<file path="src/rtl/instruction_queue_decoder.sv">
// Custom-instruction decoder feeding a FWFT command FIFO with done/status return.
// Optional opcode legality check: define DECODER_OPCODE_CHECK_EN.
module instruction_queue_decoder #(
  parameter int OPCODE_W    = 4,
  parameter int REG_W       = 14,
  parameter int DATA_W      = 32,
  parameter int DEPTH       = 8,
  parameter int NUM_OPCODES = 16
) (
  input  logic                       clk,
  input  logic                       reset,
  input  logic                       clk_en,
  input  logic [31:0]                dataA,
  input  logic [DATA_W-1:0]          dataB,
  input  logic                       new_instruction,
  input  logic                       out_ready,
  output logic                       out_valid,
  output logic [OPCODE_W-1:0]        out_opcode,
  output logic [REG_W-1:0]           out_register,
  output logic [DATA_W-1:0]          out_data,
  output logic                       done,
  output logic [31:0]                result,
  output logic [$clog2(DEPTH):0]     count,
  output logic                       full,
  output logic                       empty,
  output logic                       overflow
);
  localparam int AW = $clog2(DEPTH);
  localparam int CW = AW + 1;
  localparam logic [31:0] NUM_OP_L = 32'(NUM_OPCODES);

  typedef struct packed {
    logic [OPCODE_W-1:0] op;
    logic [REG_W-1:0]    rg;
    logic [DATA_W-1:0]   dat;
  } entry_t;

  entry_t          mem_q [DEPTH];
  entry_t          wr_entry;
  entry_t          head;
  logic [AW-1:0]   wptr_q, wptr_d;
  logic [AW-1:0]   rptr_q, rptr_d;
  logic [CW-1:0]   count_q, count_d;
  logic            ovf_q, ovf_d;
  logic            done_q;
  logic [31:0]     result_q, result_d;
  logic            req, pop, push, illegal;
  logic [1:0]      status;
  logic [7:0]      lvl;
  logic            unused_ok;

  assign wr_entry = '{op:  dataA[OPCODE_W-1:0],
                      rg:  dataA[OPCODE_W+REG_W-1:OPCODE_W],
                      dat: dataB};

`ifdef DECODER_OPCODE_CHECK_EN
  assign illegal   = 32'(wr_entry.op) >= NUM_OP_L;
  assign unused_ok = ^dataA[31:OPCODE_W+REG_W];
`else
  assign illegal   = 1'b0;
  assign unused_ok = ^{dataA[31:OPCODE_W+REG_W], NUM_OP_L};
`endif

  assign empty     = (count_q == '0);
  assign full      = (count_q == CW'(DEPTH));
  assign out_valid = !empty;
  assign count     = count_q;
  assign overflow  = ovf_q;
  assign done      = done_q;
  assign result    = result_q;

  assign head         = mem_q[rptr_q];
  assign out_opcode   = empty ? '0 : head.op;
  assign out_register = empty ? '0 : head.rg;
  assign out_data     = empty ? '0 : head.dat;

  assign req  = new_instruction && clk_en;
  assign pop  = out_valid && out_ready;
  // A full FIFO still accepts when the head leaves in the same cycle.
  assign push = req && !illegal && (!full || pop);

  always_comb begin
    wptr_d  = wptr_q + AW'(push);
    rptr_d  = rptr_q + AW'(pop);
    count_d = count_q + CW'(push) - CW'(pop);
    ovf_d   = ovf_q || (req && !illegal && !push);
    lvl     = 8'(count_d);
    status  = 2'b00;
    unique case (1'b1)
      illegal: status = 2'b10;
      push:    status = 2'b01;
      default: status = 2'b00;
    endcase
    result_d = req ? {16'h0, lvl, 6'h0, status} : result_q;
  end

  always_ff @(posedge clk) begin
    if (push) mem_q[wptr_q] <= wr_entry;
  end

  always_ff @(posedge clk or posedge reset) begin
    if (reset) begin
      wptr_q   <= '0;
      rptr_q   <= '0;
      count_q  <= '0;
      ovf_q    <= 1'b0;
      done_q   <= 1'b0;
      result_q <= '0;
    end else begin
      wptr_q   <= wptr_d;
      rptr_q   <= rptr_d;
      count_q  <= count_d;
      ovf_q    <= ovf_d;
      done_q   <= req;
      result_q <= result_d;
    end
  end
endmodule
</file>
<file path="config.mk">
export PLATFORM = sky130hd
export DESIGN_NAME = instruction_queue_decoder
export DESIGN_NICKNAME = d
export VERILOG_FILES = /design/src/rtl/instruction_queue_decoder.sv
export SDC_FILE = /design/constraint.sdc
export NUM_CORES = 1
export LEC_CHECK = 0
export CORE_ASPECT_RATIO = 0.5
export CORE_MARGIN = 2
export CORE_UTILIZATION = 60
export DETAILED_ROUTE_END_ITERATION = 6
export PLACE_DENSITY = 0.83
export SETUP_SLACK_MARGIN = 0.5
export SLEW_MARGIN = 25
export SYNTH_ARGS = -nofsm -noshare
export SYNTH_HDL_FRONTEND = slang
export SYNTH_SLANG_ARGS = --single-unit
</file>
<file path="constraint.sdc">
create_clock -name clk -period 16.3 [get_ports clk]
set_clock_uncertainty 0.15 [all_clocks]
set_input_delay 3.26 -clock clk [delete_from_list [all_inputs] [get_ports clk]]
set_output_delay 3.26 -clock clk [all_outputs]
set_load 0.05 [all_outputs]
</file>
* Word-level counts from Yosys, hierarchy flattened
Memories as Yosys holds them, arrays and structs flattened.
Cells that the tools add are included.
** Storage, ports and cells
- Bits in writable memories :: 400
- Output and inout port bits :: 91
- Input port bits :: 69
- Word-level logic and storage cells :: 28
- Register bits :: 18
- Memories kept :: 1
** Memories
- mem_q :: words 8, bits a word 50, rd ports 1, clocked after Yosys merged registers in 0, write ports 1, RTL line 38 : entry_t mem_q [DEPTH];
** Cells by class
- Add/sub/neg operators :: 4
- Reductions and logical operators :: 10
- Equality and inequality tests :: 1
- Muxes and demuxes :: 6
** Operators with widths (count)
- $mux W32 :: 1
- $mux W14 :: 1
- $add A3 B1 Y3 :: 2
- $add A4 B1 Y4 :: 1
- $eq A4 B4 Y1 const B :: 1
- $logic_and A1 B1 Y1 :: 4
- $logic_not A4 Y1 :: 1
- $mux W4 :: 1
- $sub A4 B1 Y4 :: 1
- $logic_not A1 Y1 :: 3
- $mux W1 :: 3
- $logic_or A1 B1 Y1 :: 2

* Logic depth before layout (Yosys ltp)
- Depth after elaboration :: 8
- Gate-level depth with buffers :: 12

* Worst setup path before layout
No wires, ideal clock.
- Path type :: input -> register
- Start point :: in new_instruction
- End point :: mem mem_q[0][0] (netlist name), enable pin
- Library setup time :: 581 ps
- Cell stages on the path :: 4
- Setup slack :: 7232 ps
- Required time :: 15569 ps
- Arrival time :: 8337 ps
- Cell sequence :: nand2_1 > clkinv_1 > nand2_1 > nor4_1
** Between the ends
- Cells in the longest elaborated chain, start to end :: 4
** Ends and longest elaborated chain
- start: declaration :: RTL line 15 : input logic new_instruction,
- $logic_and A1 B1 Y1 :: RTL line 77 : assign req = new_instruction && clk_en;
- via req :: RTL line 47 : logic req, pop, push, illegal;
- $logic_and A1 B1 Y1 :: RTL line 80 : assign push = req && !illegal && (!full || pop);
- $mux W1 :: RTL line 98 : if (push) mem_q[wptr_q] <= wr_entry;
- $mux W1 (not written as such) :: RTL line 98
- end: declaration :: RTL line 38
The timed path passes the listed nets, and every way through them passes these cells.

* Worst setup path in the final report
- Start point :: reg rptr_q[0]
- End point :: out out_data[0]
** Between the ends
- Cells in the longest elaborated chain, start to end :: 2
** Ends and longest elaborated chain
- start: declaration :: RTL line 42 : logic [AW-1:0] rptr_q, rptr_d;
- start signal: assignment :: RTL line 111 : rptr_q <= rptr_d;
- $mem_v2 Z8 W50
- $mux W32 :: RTL line 75 : assign out_data = empty ? '0 : head.dat;
- end: declaration :: RTL line 20 : output logic [DATA_W-1:0] out_data,
No other way between the ends.

==> implementation parameters <==
Parameter                              Value

Run status
  Result of the run ... finished clean

Timing
  Rel. slew slack ... 36.98%
  Max Fclk ... 139.7 MHz
  Minimum clock period ... ~7 ns
  Setup-violating endpoint count in the final report ... 0
  Final hold violation count ... 0
  Unrepaired setup endpoints after global routing ... false
  Pin slew with the least headroom to its limit ... 0.9453 ns
  Period utilisation layout ... 43.91%
  Pins over their slew limit ... 0
  Setup total negative slack ... 0 ns

Logic synthesis
  Number of flops mapped to enable cells by yosys ... 400
  Share of synthesized registers carrying an async set or reset ... 4.077%
  Sequential element share of the synthesized area ... between 70% and 80%
  Synthesized instance count ... a little under 700
  Warnings, synthesis ... 0
  Number of synthesized register bits ... approximately 420
  Post-synthesis average cell area ... 23.42 sq um
  Area of the mapped netlist ... 0.01604 sq mm
  Distinct cell type count after synthesis ... 29
  Most used flip-flop cell after synthesis ... sky130_fd_sc_hd__edfxtp_1

Detailed routing
  Met1 routed wirelength after detailed routing ... 13,060 microns
  Highest metal layer with signal wires ... met4
  DR WL/cell ... 28.20 microns
  Violation count after the first detailed-routing iteration ... between 1,000 and 1,500
  Routed length on met2 ... 17,090 microns
  Final ANT Viol Nets ... 0
  Wire length reported by the detailed router ... about 34,000 microns
  Length of the first detailed-routing pass in iterations ... 5
  Via-to-Cell Ratio ... roughly 6.4
  Remaining routing DRC violations ... 0
  Via count ... between 7,000 and 8,000
  Routed wl met3 ... 2606 microns

Clock network
  Root Buffer Master ... sky130_fd_sc_hd__clkbuf_16
  Post-cts repair resize count ... 0
  CTS clock-pin slew for the worst setup and hold paths ... ~0.060 ns
  Count of hold-fix buffers inserted at cts ... 0
  Maximum clock insertion buffer count ... 3
  Post-CTS Repair Setup Buffers ... 0
  CTS tree ... yes
  Clk_lat worst skew ... 0.51 ns
  Count of clock tree sinks ... approximately 420
  Number of buffers inserted during clock tree synthesis ... 35
  Number of H-tree branching levels ... 2

Setup path
  Data required time of the worst path ... 12.89 ns
  Capturing element type of the critical path ... output pin
  Reg2reg start ... count[2]$_DFF_PP0_
  Data arrival time of the critical path ... 3.75 ns
  Kind of critical path ... reg2out
  Worst Setup Start Kind ... register
  Max FO, Critical Path ... 48
  Startpoint of the worst setup timing path ... rptr_q[0]$_DFF_PP0_

Job
  Maximum capacitance violations ... 0

Die
  Area of the die ... 0.02814 sq mm
  Die Y ... 119.6 microns
  IO Count ... 160
  Core Region ... 0.02638 sq mm
  Number of standard-cell rows in the floorplan ... 42
  Width of the die ... 235.3 microns
  Initial core utilization ... 60.81%

Min path
  Hold path startpoint ... overflow$_DFF_PP0_
  Min-delay worst type ... reg2reg

Layout
  Layout Area Growth over Synthesis ... 16.26%
  Fraction of layout cells with a size suffix above 1 ... a little under a fifth
  Net count of the finished layout ... 899
  Post-Layout Cell Count ... 1,199
  Storage element area ... around 0.012 sq mm
  Multi-input gate area ... 0.003311 sq mm
  Number of filler instances in the final layout ... ~1,400

Power and ir drop
  Pwr dens ... 194.4 mW/mm^2
  Static Leakage ... between 0.006 and 0.007 uW
  Maximum vdd ir drop ... 0.0001171 V
  Post-route total power ... about 3600 uW

Global route
  Overall global routing resource usage ... 24.72%
  Via count of the first global-routing pass ... 8,039
  Antenna violations before repair ... 3
  First-pass GRT wire length ... 51,080 microns
  Remaining global-route overflow ... 0
  Pin count of the biggest net entering global routing ... 69

Place
  Placer Congestion ... 0.6853
  IO Port Bufs ... 118
  Placed Instances ... 1,133
  HPWL after detailed placement ... about 16,000 microns
-- stage by stage --
stage	instance area [sq um]	setup WS [ns]	hold WS [ns]	utilization, %
2_1_floorplan	16140	7.232	0.3056	-
3_3_place_gp	17500	9.198	0.3046	66.34
3_5_place_dp	17500	9.178	0.3155	66.34
4_1_cts	18620	8.561	0.3369	70.57
5_1_grt	18650	8.967	0.3691	70.70
6_report	18650	9.142	0.3345	70.70
-- final timing paths --
path | endpoint | slack [ns] | cells past startpoint
worst max-delay path | out_data[0] | 9.14 | 4
worst min-delay path | overflow$_DFF_PP0_ | 0.33 | 1
worst max register to register | mem_q[1][25]$_DFFE_PP_ | 13.07 | 9
worst min register to register | overflow$_DFF_PP0_ | 0.33 | 1
max in group asynchronous | rptr_q[1]$_DFF_PP0_ | 12.57 | 2
min in group asynchronous | done$_DFF_PP0_ | 2.97 | 2
-- critical path, stage by stage (launching register included) --
cell	delay, ns
sky130_fd_sc_hd__dfrtp_4	0.69
sky130_fd_sc_hd__buf_4	0.81
sky130_fd_sc_hd__mux4_1	0.72
sky130_fd_sc_hd__a22o_1	0.23
sky130_fd_sc_hd__clkdlybuf4s50_1	0.75
-- metal layers --
layer | track usage (%) | vias to the layer above
met4 | 8.678 | 0
met2 | 42.04 | 433
met1 | 32.97 | 3972
met3 | 4.509 | 74
li1 | - | 3136
met5 | 0 | -
-- placed cells by master (no fill, tap or decap), types with 2 or more instances in the layout --
cell,synthesis,routed
sky130_fd_sc_hd__nor3_2,0,4
sky130_fd_sc_hd__nand2_1,9,9
sky130_fd_sc_hd__dfrtp_1,17,15
sky130_fd_sc_hd__a22o_1,50,50
sky130_fd_sc_hd__bufinv_16,0,4
sky130_fd_sc_hd__clkinv_1,1,8
sky130_fd_sc_hd__clkinv_4,0,2
sky130_fd_sc_hd__mux4_1,25,25
sky130_fd_sc_hd__xor2_1,4,4
sky130_fd_sc_hd__edfxtp_1,400,400
sky130_fd_sc_hd__diode_2,0,3
sky130_fd_sc_hd__clkinvlp_4,0,3
sky130_fd_sc_hd__clkbuf_16,0,35
sky130_fd_sc_hd__nor2_4,0,3
sky130_fd_sc_hd__mux4_2,75,75
sky130_fd_sc_hd__clkbuf_1,7,4
sky130_fd_sc_hd__mux2_2,3,3
sky130_fd_sc_hd__dfrtp_4,0,2
sky130_fd_sc_hd__nand2b_1,4,4
sky130_fd_sc_hd__ha_1,10,10
sky130_fd_sc_hd__conb_1,1,27
sky130_fd_sc_hd__inv_1,8,8
sky130_fd_sc_hd__buf_4,27,12
sky130_fd_sc_hd__clkinv_2,0,6
sky130_fd_sc_hd__clkdlybuf4s50_1,0,118
-- registers in the layout, summed over array words and instances, names as in the netlist --
register / flops
count: 4
wptr_q: 3
overflow: 1
rptr_q: 3
done: 1
result: 5
mem_q: 400
-- synth_stat cells (all sizes together), types with 2 or more instances --
master  count  area, sq um
nand2       9        33.78
a21oi       2        10.01
clkbuf      8        31.28
mux2        3        33.78
nor2        4        15.01
and2        2        12.51
nand2b      4        25.02
xor2        4        35.03
dfrtp      17        425.4
inv         8        30.03
edfxtp    400        12010
mux4      100         2346
nor3        4        20.02
ha         10        125.1
buf        52        389.1
a22o       50        437.9
-- final cells by class --
class                           instances  area share, %
Sequential cell                       417          66.72
Inverter                                9         0.1811
Tap cell                              352          2.361
Clock buffer                           39          4.776
Clock inverter                         23          1.207
Timing Repair Buffer                  131          6.963
Multi-Input combinational cell        225          17.75
Antenna cell                            3        0.04025
-- cell families after synthesis --
| family | after synthesis | share of synthesized area (%) |
|---|---|---|
| AND/OR/NAND/NOR | 26 | 0.7798 |
| multiplexers | 103 | 14.83 |
| XOR/XNOR | 4 | 0.2184 |
| buffers and inverters | 69 | 2.831 |
| AO/OA/AOI/OAI | 54 | 2.886 |
| adder cells (fa/ha/maj) | 11 | 0.9047 |
| other | 1 | 0.02337 |
| flip-flops | 417 | 77.52 |
-- power by group --
part,internal [uW],switching (uW),leakage (uW)
logic,555,886,0.00180
registers,1280,71.9,0.00381
clock network,461,374,0.000540
No activity file was read; power rests on OpenSTA's default activity.
